File: config.mk
export PLATFORM = sky130hd
export DESIGN_NAME = sram_chunk_reader
export DESIGN_NICKNAME = d
export VERILOG_FILES = /design/src/rtl/sram_chunk_reader.sv
export SDC_FILE = /design/constraint.sdc
export NUM_CORES = 1
export LEC_CHECK = 0
export CAP_MARGIN = 20
export CORE_UTILIZATION = 30
export DETAILED_ROUTE_END_ITERATION = 16
export PLACE_DENSITY = 0.58
export SLEW_MARGIN = 40
export SYNTH_ARGS = -nofsm -noshare
export SYNTH_HDL_FRONTEND = slang
export SYNTH_SLANG_ARGS = --single-unit
File: constraint.sdc
create_clock -name clk -period 2.9 [get_ports clk]
set_input_delay 0.725 -clock clk [delete_from_list [all_inputs] [get_ports clk]]
set_output_delay 0.725 -clock clk [all_outputs]
set_load 0.005 [all_outputs]
File: src/rtl/sram_chunk_reader.sv
// SRAM front end: owns the single-port macro pins, serves writes and streams each read word out
// as up to NUM_CHUNKS chunks (LSB first). Define SRAM_Q_PIPE_EN to register sram_q before capture.
module sram_chunk_reader #(
    parameter int unsigned ADDR_W     = 8,
    parameter int unsigned DATA_W     = 32,
    parameter int unsigned CHUNK_W    = 9,
    parameter int unsigned NUM_CHUNKS = 2,
    parameter int unsigned RD_LAT     = 1
) (
    input  logic                              clk,
    input  logic                              rst,
    input  logic                              wr_en,
    input  logic [ADDR_W-1:0]                 wr_addr,
    input  logic [DATA_W-1:0]                 wr_data,
    output logic                              wr_ack,
    input  logic                              rd_req,
    input  logic [ADDR_W-1:0]                 rd_addr,
    input  logic [$clog2(NUM_CHUNKS+1)-1:0]   rd_chunks,
    output logic                              rd_ack,
    output logic                              busy,
    output logic                              out_valid,
    input  logic                              out_ready,
    output logic [CHUNK_W-1:0]                out_data,
    output logic                              out_last,
    output logic                              sram_csn,
    output logic                              sram_wen,
    output logic [ADDR_W-1:0]                 sram_a,
    output logic [DATA_W-1:0]                 sram_d,
    input  logic [DATA_W-1:0]                 sram_q,
    input  logic                              sram_ry
);

    localparam int unsigned CNT_W  = $clog2(NUM_CHUNKS + 1);
    localparam int unsigned USED_W = NUM_CHUNKS * CHUNK_W;
`ifdef SRAM_Q_PIPE_EN
    localparam int unsigned WAIT_CYC = RD_LAT + 1;
`else
    localparam int unsigned WAIT_CYC = RD_LAT;
`endif
    localparam int unsigned WCNT_W = $clog2(WAIT_CYC + 1);

    if (USED_W > DATA_W) begin : g_bad_chunks
        $error("sram_chunk_reader: NUM_CHUNKS*CHUNK_W exceeds DATA_W");
    end
    if (RD_LAT < 1) begin : g_bad_lat
        $error("sram_chunk_reader: RD_LAT must be at least 1");
    end
    if (USED_W < DATA_W) begin : g_hi
        logic unused_q_hi;
        assign unused_q_hi = ^sram_q[DATA_W-1:USED_W];
    end

    typedef enum logic [2:0] {IDLE, WRITE, ISSUE, WAIT, STREAM} state_e;

    state_e              state_q, state_d;
    logic [WCNT_W-1:0]   wait_cnt_q, wait_cnt_d;
    logic [CNT_W-1:0]    idx_q, idx_d;
    logic [CNT_W-1:0]    eff_q, eff_d;
    logic [ADDR_W-1:0]   addr_q, addr_d;
    logic [DATA_W-1:0]   wdata_q, wdata_d;
    logic [USED_W-1:0]   buf_q, buf_d;
    logic                wr_ack_q, wr_ack_d;
    logic                rd_ack_q, rd_ack_d;
    logic                busy_q, busy_d;
    logic                out_valid_q, out_valid_d;
    logic                out_last_q, out_last_d;
    logic [CHUNK_W-1:0]  out_data_q, out_data_d;
    logic                csn_q, csn_d;
    logic                wen_q, wen_d;
    logic [ADDR_W-1:0]   sram_a_q, sram_a_d;
    logic [DATA_W-1:0]   sram_d_q, sram_d_d;
    logic [USED_W-1:0]   cap_src;
    logic [CHUNK_W-1:0]  next_chunk;
    logic [CNT_W-1:0]    rd_eff;

`ifdef SRAM_Q_PIPE_EN
    logic [USED_W-1:0] q_pipe_q, q_pipe_d;

    always_comb begin
        q_pipe_d = sram_q[USED_W-1:0];
        cap_src  = q_pipe_q;
    end

    always_ff @(posedge clk) begin
        if (rst) q_pipe_q <= '0;
        else     q_pipe_q <= q_pipe_d;
    end
`else
    always_comb cap_src = sram_q[USED_W-1:0];
`endif

    always_comb begin
        rd_eff = rd_chunks;
        if (rd_chunks == '0 || rd_chunks > CNT_W'(NUM_CHUNKS)) rd_eff = CNT_W'(NUM_CHUNKS);
    end

    always_comb begin
        next_chunk = '0;
        for (int unsigned i = 0; i < NUM_CHUNKS; i++) begin
            if (CNT_W'(i) == idx_q + CNT_W'(1)) next_chunk = buf_q[i*CHUNK_W +: CHUNK_W];
        end
    end

    // Pins follow state_q by one edge, so WAIT covers the csn-low issue cycle plus WAIT_CYC cycles.
    always_comb begin
        state_d     = state_q;
        wait_cnt_d  = wait_cnt_q;
        idx_d       = idx_q;
        eff_d       = eff_q;
        addr_d      = addr_q;
        wdata_d     = wdata_q;
        buf_d       = buf_q;
        wr_ack_d    = 1'b0;
        rd_ack_d    = 1'b0;
        out_valid_d = out_valid_q;
        out_last_d  = out_last_q;
        out_data_d  = out_data_q;
        csn_d       = 1'b1;
        wen_d       = 1'b1;
        sram_a_d    = sram_a_q;
        sram_d_d    = sram_d_q;
        case (state_q)
            IDLE: begin
                if (sram_ry) begin
                    if (wr_en) begin
                        addr_d   = wr_addr;
                        wdata_d  = wr_data;
                        wr_ack_d = 1'b1;
                        state_d  = WRITE;
                    end else if (rd_req) begin
                        addr_d   = rd_addr;
                        eff_d    = rd_eff;
                        rd_ack_d = 1'b1;
                        state_d  = ISSUE;
                    end
                end
            end
            WRITE: begin
                csn_d    = 1'b0;
                wen_d    = 1'b0;
                sram_a_d = addr_q;
                sram_d_d = wdata_q;
                state_d  = IDLE;
            end
            ISSUE: begin
                csn_d      = 1'b0;
                sram_a_d   = addr_q;
                wait_cnt_d = WCNT_W'(WAIT_CYC);
                state_d    = WAIT;
            end
            WAIT: begin
                if (wait_cnt_q == '0) begin
                    buf_d       = cap_src;
                    idx_d       = '0;
                    out_valid_d = 1'b1;
                    out_data_d  = cap_src[CHUNK_W-1:0];
                    out_last_d  = (eff_q == CNT_W'(1));
                    state_d     = STREAM;
                end else begin
                    wait_cnt_d = wait_cnt_q - WCNT_W'(1);
                end
            end
            STREAM: begin
                if (out_ready) begin
                    if (out_last_q) begin
                        out_valid_d = 1'b0;
                        out_last_d  = 1'b0;
                        out_data_d  = '0;
                        state_d     = IDLE;
                    end else begin
                        idx_d      = idx_q + CNT_W'(1);
                        out_data_d = next_chunk;
                        out_last_d = (idx_q + CNT_W'(1)) == (eff_q - CNT_W'(1));
                    end
                end
            end
            default: state_d = IDLE;
        endcase
        busy_d = (state_d != IDLE);
    end

    always_ff @(posedge clk) begin
        if (rst) begin
            state_q     <= IDLE;
            wait_cnt_q  <= '0;
            idx_q       <= '0;
            eff_q       <= '0;
            addr_q      <= '0;
            wdata_q     <= '0;
            buf_q       <= '0;
            wr_ack_q    <= 1'b0;
            rd_ack_q    <= 1'b0;
            busy_q      <= 1'b0;
            out_valid_q <= 1'b0;
            out_last_q  <= 1'b0;
            out_data_q  <= '0;
            csn_q       <= 1'b1;
            wen_q       <= 1'b1;
            sram_a_q    <= '0;
            sram_d_q    <= '0;
        end else begin
            state_q     <= state_d;
            wait_cnt_q  <= wait_cnt_d;
            idx_q       <= idx_d;
            eff_q       <= eff_d;
            addr_q      <= addr_d;
            wdata_q     <= wdata_d;
            buf_q       <= buf_d;
            wr_ack_q    <= wr_ack_d;
            rd_ack_q    <= rd_ack_d;
            busy_q      <= busy_d;
            out_valid_q <= out_valid_d;
            out_last_q  <= out_last_d;
            out_data_q  <= out_data_d;
            csn_q       <= csn_d;
            wen_q       <= wen_d;
            sram_a_q    <= sram_a_d;
            sram_d_q    <= sram_d_d;
        end
    end

    assign wr_ack    = wr_ack_q;
    assign rd_ack    = rd_ack_q;
    assign busy      = busy_q;
    assign out_valid = out_valid_q;
    assign out_last  = out_last_q;
    assign out_data  = out_data_q;
    assign sram_csn  = csn_q;
    assign sram_wen  = wen_q;
    assign sram_a    = sram_a_q;
    assign sram_d    = sram_d_q;

endmodule
; ---- Word level (Yosys, flattened, before mapping)
; Cells that the tools add are included.
[totals]
word_cells = 88
input_bits = 88
ff_bits = 122
[classes]
eq_ne = 11
magnitude_cmp = 1
reduce_logical = 18
n_addsub = 3
n_mux = 34
bitwise = 4
[op_table]
columns = op, count
row1 = 9-bit two-way mux, 5
row2 = 3-bit two-way mux, 6
row3 = 9-bit one-hot mux with 2 select lines, 1
row4 = 8-bit two-way mux, 2
row5 = 3-bit one-hot mux with 4 select lines, 1
row6 = 4-bit AND reduction, 3
row7 = 1-bit two-way mux, 11
row8 = 3-bit AND reduction, 3
row9 = 2-bit two-way mux, 4
row10 = 2-bit != test (second input constant), 4
row11 = 3-bit by 2-bit == test with 1-bit output (second input constant), 2
row12 = 1-bit one-hot mux with 2 select lines, 3
row13 = 2-bit nonzero test, 3
row14 = 2-bit logical NOT, 2
row15 = 1-bit inverter, 4
row16 = 2-bit one-hot mux with 2 select lines, 1
row17 = 4-bit OR reduction, 1
row18 = 3-bit by 1-bit == test with 1-bit output (second input constant), 1
row19 = 3-bit == test (second input constant), 1
row20 = 3-bit logical NOT, 1
row21 = 3-bit nonzero test, 1
row22 = 3-bit OR reduction, 1
row23 = 2-bit by 1-bit adder with 2-bit output (second input constant), 1
row24 = 1-bit by 2-bit == test with 1-bit output (first input constant), 1
row25 = 8 further kinds, 8

; ---- Depth between registers and ports, before layout
; Gate-level depths: netlist (run 1).
[logic_depth]
ltp_word = 7
ltp_mapped = 6
depth_no_buf = 5

; ---- Worst setup path after synthesis (run 1)
; Ideal clock, no wire load.
[synth_timing]
path_kind = in2reg
startpoint = input port wr_en
endpoint = register addr_q[0]
arrival_time_ns = 1.830
setup_slack_ns = 0.985
cell_stages = 6
required_ns = 2.814
path_buffers = 3
cell_sequence = buf_2 > or2_2 > clkbuf_1 > and2_1 > clkbuf_1 > a211oi_1
[synth_between]
elab_chain_len = 2
elab_cells_between_ends = 3
classes_between = 1 x mux / 2 x reduce/logical
[synth_rtl]
columns = element, line_no
row1 = "start, declared", 12  ; input logic wr_en,
row2 = 2-bit nonzero test (no source line), n/a
row3 = 3-bit AND reduction (no source line), n/a
row4 = "end signal, assigned", 206  ; addr_q <= addr_d;
row5 = "end, declared", 59  ; logic [ADDR_W-1:0] addr_q, addr_d;
; Several ways; a longest one is shown, not always the timed one.
; A chain may end at the register's enable or synchronous reset.

; ---- Worst setup path after layout (run 1)
[layout_timing]
startpoint = register out_last_q, in the netlist out_last
endpoint = output port out_last
[layout_rtl]
columns = element, line_no
row1 = "start, declared", 66  ; logic out_last_q, out_last_d;
row2 = "start signal, assigned", 213  ; out_last_q <= out_last_d;
row3 = "end, declared", 24  ; output logic out_last,
; No word-level cell between the ends.

==> reports/qor.csv, run 1 <==
metric;value;unit
status;finished, final reports clean;
tns;0;ns
path_cells;clkdlybuf4s50_1;
die_y;129;microns
synthTopCellsByArea;dfxtp_1, a21oi_1, nand2_1;
slowest_delay;0.57;ns
skew;0.0134;ns
drcViolationCount;0;
async_flop_share;0;
h-tree-depth;4;
slew_headroom;0.492;
syn_avg_cell_area;8.20;sq um
portBuffers;129;
nets;787;
yosys.cell_types.count;38;
cp_slowest_cell;clkdlybuf4s50_1;
crit_fanout;7;
fillers;1549;
ys.flop_type;dfxtp_1;
drt-vias-per-instance;4.88;
start_util;0.306;
critPathBufInv;1;
cellPowerDensity;626;nW/um^2
vias;4506;
synth_warnings;0;
core;15800;sq um
grt.overflow.total;0;
drive_gt1_frac;0.0707;
total_power;4.32;mW
clockRootBuffer;clkbuf_16;
die_w;129;microns
first_pass_iters;4;
setup_viol;0;
yosysTopAreaCell;dfxtp_1;
report.final.hold_viol_count;0;
postCtsResizedCells;0;
fin_util;0.437;
ant_nets;0;
p_leak;2.32;nW
finalInstanceArea;6910;sq um
multi_input_area;2180;sq um
grt_pass1_wl;21300;microns
min_period;2.17;ns
finalWirelength;13400;microns
cp-start-kind;register;
cts_buffers;17;
critPathArrivalTime;1.44;ns
dp_hpwl;8610;microns
io_pins;144;
path_clk_slew;0.06;ns
rsz0062_at_grt;no;
syn2layout_area_growth;42.8;%
yosysSeqAreaShare;0.505;
die-area;16600;sq um
regArea;2440;sq um
fin_crit_sh;0.747;
cap_viol_max_count;0;
ys_ff_latch;122;
path_class;register to output port;
cts_tree;yes;
synthTopCellsByCount;nand2_1, dfxtp_1, a21oi_1, nand3_1, o21ai_0;
place_inst;893;
yosysMostFrequentCell;nand2_1;
cts.path.max_buffers;2;
cp-end-kind;output port;
netlist_area;4840;sq um
final_cells;923;
antenna_found_initial;0;
grt_pass1_vias;4273;
vdd_drop_max;432;uV
yosysTopAreaCellShare;0.505;
fmax;462;MHz
grt.total_usage;0.165;
hold_path.class;register to register;
postSynthCellCount;590;
grt_max_degree;68;
clk_latency;0.42;ns
wl_per_cell;14.5;microns
post_cts_buffers;0;
rows;46;
ctsHoldBuffers;0;
tightest_slew;0.762;ns
num_antenna_cells;0;
syn_nets;681;
synth-edff-count;0;
placed_area;6290;sq um
cp_top_family;buffers and inverters;
clock_sinks;122;
dr.first_iter.drc_count;357;
timing.final.max_slew_violations;0;
gp_congestion;0.797;
cp.required;2.17;ns
[per-layer routing]
metal,part of all wire,track usage,vias up
li1,-,-,2255
met1,0.46,0.217,2107
met2,0.47,0.259,129
met3,0.050,0.0396,15
met4,0.014,0.0713,0
met5,0,0,-
[worst paths after layout]
check | depth (start not counted) | slack [ns] | end | start
setup / recovery | 1 | 0.73 | out_last | out_last$_SDFFE_PP0P_
hold / removal | 2 | 0.44 | sram_d[24]$_SDFFE_PP0N_ | wdata_q[24]$_SDFFE_PP0P_
setup reg to reg | 3 | 0.78 | out_last$_SDFFE_PP0P_ | state_q[1]$_SDFF_PP0_
hold reg to reg | 2 | 0.44 | sram_d[24]$_SDFFE_PP0N_ | wdata_q[24]$_SDFFE_PP0P_
[layout make-up]
cell class / count / area share
well taps: 216 / 0.0391
repair buffers: 140 / 0.198
multi-input cells: 407 / 0.315
inverters: 8 / 0.00435
clock buffers: 23 / 0.0735
clock inverters: 7 / 0.0163
flip-flops and latches: 122 / 0.353
[layout by cell type (no fill, tap or decap), drive strengths merged, types with 2 or more instances in the layout]
cell type / instances
a211oi: 9
a21o: 9
a21oi: 108
a311oi: 10
buf: 13
bufinv: 3
clkbuf: 23
clkdlybuf4s50: 127
clkinv: 3
dfxtp: 122
ha: 3
inv: 8
mux2i: 8
nand2: 125
nand2b: 2
nand3: 42
nand3b: 9
nand4bb: 2
nor2: 3
nor2b: 2
nor3: 10
nor3b: 2
nor4bb: 2
o21ai: 43
o32a: 2
or3: 2
or3b: 2
or4b: 2
xor2: 3
[where the power goes]
part / switching [mW] / internal (mW) / total (mW)
clock: 0.708 / 1.47 / 2.18
combinational: 0.190 / 0.184 / 0.373
sequential: 0.0345 / 1.73 / 1.77
total: 0.933 / 3.39 / 4.32
[worst register-to-register path, delay by kind of cell, from the launching register on]
kind               cells  cell delay [ns]
and+or+nand+nor        2             1.26
DFF                    1             0.50
AOI/OAI and AO/OA      1             0.27
[registers in the layout, indices dropped and copies added, names as in the netlist, 2 cells and up]
signal    count
wdata_q      32
sram_d       32
buf_q        18
eff_q         2
addr_q        8
sram_a        8
state_q       3
out_data      9
idx_q         2
[per-stage QoR]
stage / setup slack [ns] / hold slack [ns]
after global placement: 0.515 / 0.433
final: 0.735 / 0.439
after detailed placement: 0.487 / 0.439
after floorplan: 0.985 / 0.428
after global routing: 0.699 / 0.462
after CTS: 0.722 / 0.446
[cells by family after synthesis]
| group | after synthesis | synth area share |
|---|---|---|
| compound gates | 183 | 0.210 |
| xor+xnor | 4 | 0.00724 |
| fa+ha+maj | 3 | 0.00776 |
| buf+inv | 61 | 0.0512 |
| flops | 122 | 0.505 |
| mux | 8 | 0.0165 |
| simple gates | 209 | 0.203 |
(Power assumes the default switching activity.)
==> run 2, diff against run 1 <==
==> constraint.sdc (replaced) <==
create_clock -name clk -period 2.24 [get_ports clk]
set_input_delay 0.56 -clock clk [delete_from_list [all_inputs] [get_ports clk]]
set_output_delay 0.56 -clock clk [all_outputs]
set_load 0.005 [all_outputs]
==> run 2 against run 1 <==
Core utilization rose by 0.21 points. Sequential share of layout area fell by 0.17 points. Final cell count rose by 0.43%. Via count rose by 1.7%. Global-route usage rose by 0.53 points. Register-to-register slack got worse by 0.40 ns. Design area rose by 0.49%. Setup slack got worse by 0.51 ns. Total power rose by 28%. First-iteration DRC count fell by 14%.
==> reports/qor.csv, run 2 (synthesis results as in run 1) <==
metric;value;unit;change
cp_top_family;buffers and inverters;;unchanged
drt-vias-per-instance;4.94;;was 4.88
hold_path.class;register to register;;unchanged
status;finished, final reports clean;;unchanged
die_y;129;microns;unchanged
nets;789;;was 787
portBuffers;129;;unchanged
grt_pass1_wl;22000;microns;was 21300 microns
dp_hpwl;8910;microns;was 8610 microns
grt.overflow.total;0;;unchanged
fmax;497;MHz;
layout_commonest_cell;clkdlybuf4s50_1;;unchanged
num_antenna_cells;0;;unchanged
report.final.hold_viol_count;0;;unchanged
crit_fanout;7;;unchanged
slew_headroom;0.526;;was 0.492
dr.first_iter.drc_count;307;;was 357
cts_buffers;17;;unchanged
critPathArrivalTime;1.45;ns;was 1.44 ns
wl_met3;702;microns;was 673 microns
die-area;16600;sq um;unchanged
vias;4583;;was 4506
fin_util;0.439;;was 0.437
hold_ws;0.447;ns;was 0.439 ns
cp_slowest_cell;clkdlybuf4s50_1;;unchanged
slowest_delay;0.56;ns;was 0.57 ns
p_switching;1.27;mW;was 933 uW
cts.path.max_buffers;2;;unchanged
cap_viol_max_count;0;;unchanged
wl_per_cell;14.7;microns;was 14.5 microns
clk_latency;0.42;ns;about the same
ant_nets;0;;unchanged
cts_tree;yes;;unchanged
h-tree-depth;4;;unchanged
skew;0.00937;ns;was 0.0134 ns
critPathBufInv;1;;unchanged
p_leak;2.32;nW;about the same
io_pins;144;;unchanged
grt.total_usage;0.171;;was 0.165
cp-start-kind;register;;unchanged
tightest_slew;0.712;ns;was 0.762 ns
core;15800;sq um;unchanged
power_frac_comb;0.090;;was 0.086
syn2layout_area_growth;43.5;%;was 42.8%
postCtsResizedCells;0;;unchanged
post_cts_buffers;0;;unchanged
met2_length;6260;microns;was 6320 microns
wl_met1;6350;microns;was 6200 microns
clock_sinks;122;;unchanged
path_class;register to output port;;unchanged
grt_max_degree;55;;was 68
drive_gt1_frac;0.0731;;was 0.0707
clkPwrFrac;0.495;;was 0.504
final_cell_mix;clkdlybuf4s50_1, nand2_1, dfxtp_1;;unchanged
dr.max_layer_used;met4;;unchanged
min_period;2.01;ns;
vdd_drop_max;584;uV;was 432 uV
die_w;129;microns;unchanged
path_cells;clkdlybuf4s50_1;;unchanged
grt_pass1_vias;4379;;was 4273
cp.required;1.68;ns;was 2.17 ns
setup_viol;0;;unchanged
ctsHoldBuffers;0;;unchanged
clockRootBuffer;clkbuf_16;;unchanged
drcViolationCount;0;;unchanged
swShare;0.230;;was 0.216
path_clk_slew;0.06;ns;about the same
antenna_found_initial;0;;unchanged
fin_crit_sh;0.898;;
start_util;0.306;;unchanged
first_pass_iters;7;;was 4
gp_congestion;0.790;;was 0.797
rsz0062_at_grt;no;;unchanged
tns;0;ns;unchanged
internal_power;4.25;mW;was 3.39 mW
timing.final.max_slew_violations;0;;unchanged
p_seq_frac;0.415;;was 0.409
cp-end-kind;output port;;unchanged
cellPowerDensity;795;nW/um^2;was 626 nW/um^2
rows;46;;unchanged
finalWirelength;13600;microns;was 13400 microns
-- run 2: cell count changes in the layout (fill, tap and decap cells not counted), sizes merged --
| cell | before | now |
|---|---|---|
| buf | 13 | 15 |
| clkinv | 3 | 4 |
| clkinvlp | 1 | 3 |
| bufinv | 3 | 2 |
-- run 2: path summary, 6_finish.rpt --
kind	start	to	slack, ns	cells after the start
setup / recovery	out_last$_SDFFE_PP0P_	out_last	0.23	1
hold / removal	wdata_q[26]$_SDFFE_PP0P_	sram_d[26]$_SDFFE_PP0N_	0.45	2
setup reg to reg	state_q[0]$_SDFF_PP0_	sram_d[9]$_SDFFE_PP0N_	0.38	3
hold reg to reg	wdata_q[26]$_SDFFE_PP0P_	sram_d[26]$_SDFFE_PP0N_	0.45	2
-- run 2: stage by stage --
stage | total power, mW | cell area, sq um | cells | worst slack, ns
floorplan | 2.56 | 4840 | 590 | 0.490
global placement | 2.82 | 6340 | 895 | 0.152
detailed placement | 2.84 | 6340 | 895 | 0.0772
CTS | 5.58 | 6940 | 927 | 0.233
global route | 5.74 | 6940 | 927 | 0.143
finish | 5.52 | 6940 | 927 | 0.228
-- run 2: final cells by class --
type	instances	area [sq um]
clock buffers	23	488
multi-input cells	407	2180
inverters	8	30.0
well taps	216	270
clock inverters	9	114
flip-flops and latches	122	2440
repair buffers	142	1420
fillers	1512	8880
-- run 2: power by group through the flow --
stage | Clock [mW] | Sequential, mW | Combinational (mW)
floorplan | 0 | 2.32 | 0.244
global placement | 0 | 2.33 | 0.492
detailed placement | 0 | 2.34 | 0.501
CTS | 2.79 | 2.29 | 0.503
global route | 2.90 | 2.30 | 0.548
finish | 2.73 | 2.29 | 0.498
-- run 2: routing by layer --
| layer | track usage | up-vias |
|---|---|---|
| met3 | 0.0425 | 21 |
| met4 | 0.0789 | 0 |
| li1 | - | 2263 |
| met1 | 0.222 | 2166 |
| met5 | 0 | - |
| met2 | 0.267 | 133 |
